File: src/rtl/cpu_pkg.sv
// Shared CPU-lab types: fetch FSM states and PC geometry.
package cpu_pkg;
  localparam int PC_W = 32;
  localparam logic [PC_W-1:0] INSTR_BYTES = 32'd4;

  typedef enum logic [1:0] {IDLE, REQ, HOLD, HALTED} fetch_state_t;

  function automatic logic [PC_W-1:0] align_pc(input logic [PC_W-1:0] a);
    return a & ~32'h3;
  endfunction
endpackage

File: src/rtl/instr_fetch.sv
// Sequential instruction fetch: owns the PC, reads imem over req/ack and hands
// each instruction downstream over valid/ready, with branch redirect and halt.
module instr_fetch
  import cpu_pkg::*;
#(
  parameter logic [PC_W-1:0] RESET_PC = 32'h0000_0000
) (
  input  logic            clk_i,
  input  logic            rst_i,
  output logic            imem_req_o,
  output logic [PC_W-1:0] imem_addr_o,
  input  logic            imem_ack_i,
  input  logic [31:0]     imem_data_i,
  output logic            instr_valid_o,
  input  logic            instr_ready_i,
  output logic [31:0]     instr_o,
  output logic [PC_W-1:0] pc_o,
  output logic [PC_W-1:0] pc_plus4_o,
  input  logic            branch_i,
  input  logic [PC_W-1:0] branch_target_i,
  input  logic            halt_i
);
  fetch_state_t    state;
  logic [PC_W-1:0] pc;
  // Redirect taken while a request is outstanding is parked here so the bus
  // address stays stable until the stale transfer is acked and dropped.
  logic [PC_W-1:0] redir_pc;
  logic            flush;
  logic            halt_pend;
  logic [PC_W-1:0] tgt;

  assign tgt         = align_pc(branch_target_i);
  assign imem_req_o  = (state == REQ);
  assign imem_addr_o = pc;
  assign pc_plus4_o  = pc_o + INSTR_BYTES;

  always_ff @(posedge clk_i or negedge rst_i) begin
    if (!rst_i) begin
      state         <= IDLE;
      pc            <= RESET_PC;
      redir_pc      <= '0;
      flush         <= 1'b0;
      halt_pend     <= 1'b0;
      instr_valid_o <= 1'b0;
      instr_o       <= '0;
      pc_o          <= '0;
    end else begin
      case (state)
        IDLE: state <= (halt_i || halt_pend) ? HALTED : REQ;
        REQ: begin
          if (halt_i) halt_pend <= 1'b1;
          if (imem_ack_i) begin
            if (flush || branch_i) begin
              flush <= 1'b0;
              pc    <= branch_i ? tgt : redir_pc;
              state <= (halt_pend || halt_i) ? HALTED : IDLE;
            end else begin
              instr_o       <= imem_data_i;
              pc_o          <= pc;
              instr_valid_o <= 1'b1;
              state         <= HOLD;
            end
          end else if (branch_i) begin
            redir_pc <= tgt;
            flush    <= 1'b1;
          end
        end
        HOLD: begin
          if (instr_ready_i) begin
            instr_valid_o <= 1'b0;
            pc            <= branch_i ? tgt : pc + INSTR_BYTES;
            state         <= (halt_i || halt_pend) ? HALTED : REQ;
          end else if (branch_i) begin
            instr_valid_o <= 1'b0;
            pc            <= tgt;
            state         <= REQ;
          end else if (halt_i) begin
            halt_pend <= 1'b1;
          end
        end
        HALTED: state <= HALTED;
        default: state <= IDLE;
      endcase
    end
  end
endmodule
File: config.mk
export PLATFORM = sky130hd
export DESIGN_NAME = instr_fetch
export DESIGN_NICKNAME = d
export VERILOG_FILES = /design/src/rtl/cpu_pkg.sv /design/src/rtl/instr_fetch.sv
export SDC_FILE = /design/constraint.sdc
export NUM_CORES = 1
export LEC_CHECK = 0
export CORE_UTILIZATION = 44
export DETAILED_ROUTE_END_ITERATION = 12
export GPL_TIMING_DRIVEN = 1
export PLACE_DENSITY = 0.78
export SETUP_SLACK_MARGIN = 0.5
export SYNTH_ARGS = -nofsm -noshare
export SYNTH_HDL_FRONTEND = slang
export SYNTH_SLANG_ARGS = --single-unit
export TNS_END_PERCENT = 10
File: constraint.sdc
create_clock -name clk_i -period 1.9 [get_ports clk_i]
set_input_delay 0.19 -clock clk_i [delete_from_list [all_inputs] [get_ports clk_i]]
set_output_delay 0.19 -clock clk_i [all_outputs]
set_load 0.1 [all_outputs]
==> reports/qor.json <==
{
  "first_iter_violations": 686,
  "die_h_um": 128,
  "dieArea_um2": 16500,
  "final_common_cell": "sky130_fd_sc_hd__buf_4",
  "cts.htree.levels": 4,
  "timing_worst_slew_pin_value_ps": 438,
  "final_antenna_net_count": 0,
  "clkTransAtPathRegs_ps": 60,
  "fp-row-count": 45,
  "max_freq_mhz": 394,
  "synth.net_count": 728,
  "cap_violations": 0,
  "core_um2": 15400,
  "clock_skew_ps": 9.04,
  "layout.core_utilization_pct": 79.4,
  "critical_path.endpoint_type": "primary output",
  "yosys_register_bits": 133,
  "worst_skew_pair.late_latency_ps": 430,
  "finalHoldViolations": 0,
  "first_pass_iters": 5,
  "ys_warn_count": 0,
  "capturing_instance_or_port_of_the_critical_path": "pc_plus4_o[25]",
  "synth-seq-area-share_pct": 47.3,
  "slew_viol_final": 0,
  "buffer_cell_driving_the_clock_tree_root": "sky130_fd_sc_hd__clkbuf_16",
  "launch_instance_of_the_worst_register_to_register_path": "state[1]",
  "detail_route.drc_violations": 0,
  "worst_r2r_path_depth": 6,
  "tritoncts_clock_tree": "done",
  "synth_area_per_cell_um2": 10.8,
  "rrSetupSlack_ps": -110,
  "worst_hold_slack_ps": 208,
  "placement.cell_area_um2": 10700,
  "timing.max_slew.rel_slack_pct": 70.8,
  "final_critical_path_share_of_the_clock_period_pct": 134,
  "fin_tns_setup_ps": -13220,
  "io-pin-count": 200,
  "worstSetupStartpoint": "pc_o[9]",
  "required_ps": 1710,
  "critical_path.max_stage_delay_ps": 410,
  "worst_slack_ps": -641,
  "syn-cell-area_um2": 7030,
  "timing.setup.critical_path_class": "flop to primary output",
  "synth.distinct_cells": 62,
  "outcome": "complete, but fails checks",
  "timing.critical_path.depth": 7,
  "critical_path.most_common_cell": "sky130_fd_sc_hd__nand4_1",
  "via_per_inst": 5.95,
  "initial_antenna_violation_count": 0,
  "die-width_um": 128,
  "cpLargestDelayFamily": "simple AND/OR/NAND/NOR gates",
  "cts-buffers-inserted": 17,
  "tritoncts_num_sinks": 133,
  "layout-area-overhead-vs-synth_pct": 74.1,
  "synth-edff-count": 0,
  "final_layout_size_suffix_gt1_share_pct": 51.5,
  "failed_checks": "negative setup slack",
  "number_of_buffer_cells_added_on_primary_ports": 197,
  "timing.critical_path.fanout_max": 5,
  "globalRouteOverflowTotal": 0,
  "via_count": 7079,
  "first_global_vias": 7136,
  "routedWlPerCell_um": 21.3,
  "groute.usage.overall_pct": 30.4,
  "grt_pass1_wl_um": 38200,
  "hold_class": "input port to async pin",
  "setup_viol": 32,
  "grt_start_max_net_pins": 78,
  "layout_common_cells": "155 x sky130_fd_sc_hd__buf_4, 104 x sky130_fd_sc_hd__dfrtp_1, 66 x sky130_fd_sc_hd__clkdlybuf4s50_1",
  "finalWirelength_um": 25300,
  "gp_routability_congestion": 0.903,
  "worst_flop_to_flop_path_endpoint": "imem_addr_o[22]",
  "layout.cell_area.non_filler_um2": 12200,
  "critical_path.startpoint_type": "flop",
  "dominantRegCellSynth": "sky130_fd_sc_hd__dfrtp_1",
  "clk_path_buf_depth": 2,
  "grt_setup_unrepaired": "true",
  "worst_ep_arrival_time_ps": 2350,
  "min_period_ps": 2540,
  "syn-instance-count": 652,
  "cp_cell_sequence": "nand4_1 -> or2_4 -> nor4_4 -> buf_4 -> nand4_1 -> xnor2_4 -> buf_12",
  "design.final.nets": 1041,
  "diode_insertion_count_for_antenna_repair": 0,
  "starting_density_of_the_core_pct": 45.6,
  "async_reset_ff_share_pct": 100,
  "critical_path.slowest_cell": "sky130_fd_sc_hd__dfrtp_4",
  "critical_path_buf_inv_count": 2,
  "hpwlAfterDp_um": 16500
}
==> synth_stat cells, types with 5 or more instances <==
cell	number	area share, %
sky130_fd_sc_hd__and3_1	13	1.2
sky130_fd_sc_hd__nor3_1	6	0.43
sky130_fd_sc_hd__nor2b_1	6	0.53
sky130_fd_sc_hd__o21ai_0	47	3.3
sky130_fd_sc_hd__clkbuf_1	15	0.80
sky130_fd_sc_hd__xor2_1	12	1.5
sky130_fd_sc_hd__mux2i_1	6	0.85
sky130_fd_sc_hd__mux2_2	95	15
sky130_fd_sc_hd__dfrtp_1	133	47
sky130_fd_sc_hd__and2_1	7	0.62
sky130_fd_sc_hd__nand4_1	10	0.89
sky130_fd_sc_hd__nor2_1	43	2.3
sky130_fd_sc_hd__o22a_1	5	0.62
sky130_fd_sc_hd__and4_1	7	0.87
sky130_fd_sc_hd__ha_1	6	1.1
sky130_fd_sc_hd__o22ai_1	10	0.89
sky130_fd_sc_hd__xnor2_1	18	2.2
sky130_fd_sc_hd__inv_1	11	0.59
sky130_fd_sc_hd__nand3_1	24	1.7
sky130_fd_sc_hd__a21oi_1	28	2.0
sky130_fd_sc_hd__nand2_1	46	2.5
sky130_fd_sc_hd__buf_4	8	0.85
sky130_fd_sc_hd__buf_2	10	0.71
sky130_fd_sc_hd__a221oi_1	7	0.87
sky130_fd_sc_hd__o221ai_1	5	0.62
sky130_fd_sc_hd__a211oi_1	7	0.75
==> sequential cells by signal, indices dropped and copies added, names as in the netlist <==
register / count
imem_addr_o: 32
state: 2
flush: 1
instr_o: 32
instr_valid_o: 1
redir_pc: 32
pc_o: 32
halt_pend: 1
==> per-stage QoR <==
step | setup slack (ps) | cells
after CTS | -632 | 1183
after global placement | -285 | 1138
final | -641 | 1189
after global routing | -723 | 1189
after detailed placement | -315 | 1138
after floorplan | -807 | 652
==> metal layers <==
metal	global-route usage, %	share of wire (%)	wire, um
met1	36.9	37	9480
met2	51.9	51	13000
met5	0	0	0
met4	15.3	4.2	1060
met3	5.86	6.8	1730
==> cell families (layout without fill, tap and decap cells) <==
group | Yosys count | after routing | synth area share (%)
AO/OA/AOI/OAI | 142 | 142 | 13.1
adder cells (fa/ha/maj) | 6 | 6 | 1.07
AND/OR/NAND/NOR | 193 | 193 | 15.4
XOR/XNOR | 30 | 30 | 3.74
flip-flops | 133 | 133 | 47.3
multiplexers | 101 | 101 | 16.1
buffers and inverters | 47 | 373 | 3.33
==> cell type report <==
type / count / area (um^2)
multi-input cells: 472 / 4360
repair buffers: 330 / 3610
flip-flops and latches: 133 / 3390
fillers: 861 / 3180
clock buffers: 23 / 478
well taps: 211 / 264
clock inverters: 9 / 103
inverters: 11 / 43.8
==> repair_timing <==
item | CTS | global route
gates resized for setup | 122 | 80
hold endpoints to repair | 40 | 0
endpoints found under the setup margin | 206 | 198
hold buffers | 1 | 0
buffers inserted | 12 | 6
pin swaps | 25 | 19
==> how the worst min path moves through the flow <==
| stage | slack (ps) | cells past startpoint | end |
|---|---|---|---|
| 6_report | 210 | 2 | pc_o[8] |
| 5_1_grt | 220 | 2 | pc_o[9] |
| 4_1_cts | 190 | 2 | pc_o[7] |
| 3_5_place_dp | 60 | 1 | pc_o[7] |
| 3_3_place_gp | 50 | 1 | pc_o[8] |
| 2_1_floorplan | -110 | 0 | flush |
Power is left out: the tool's default activity adds up to more than one toggle a clock period on the data nets, which glitch-free logic cannot reach.
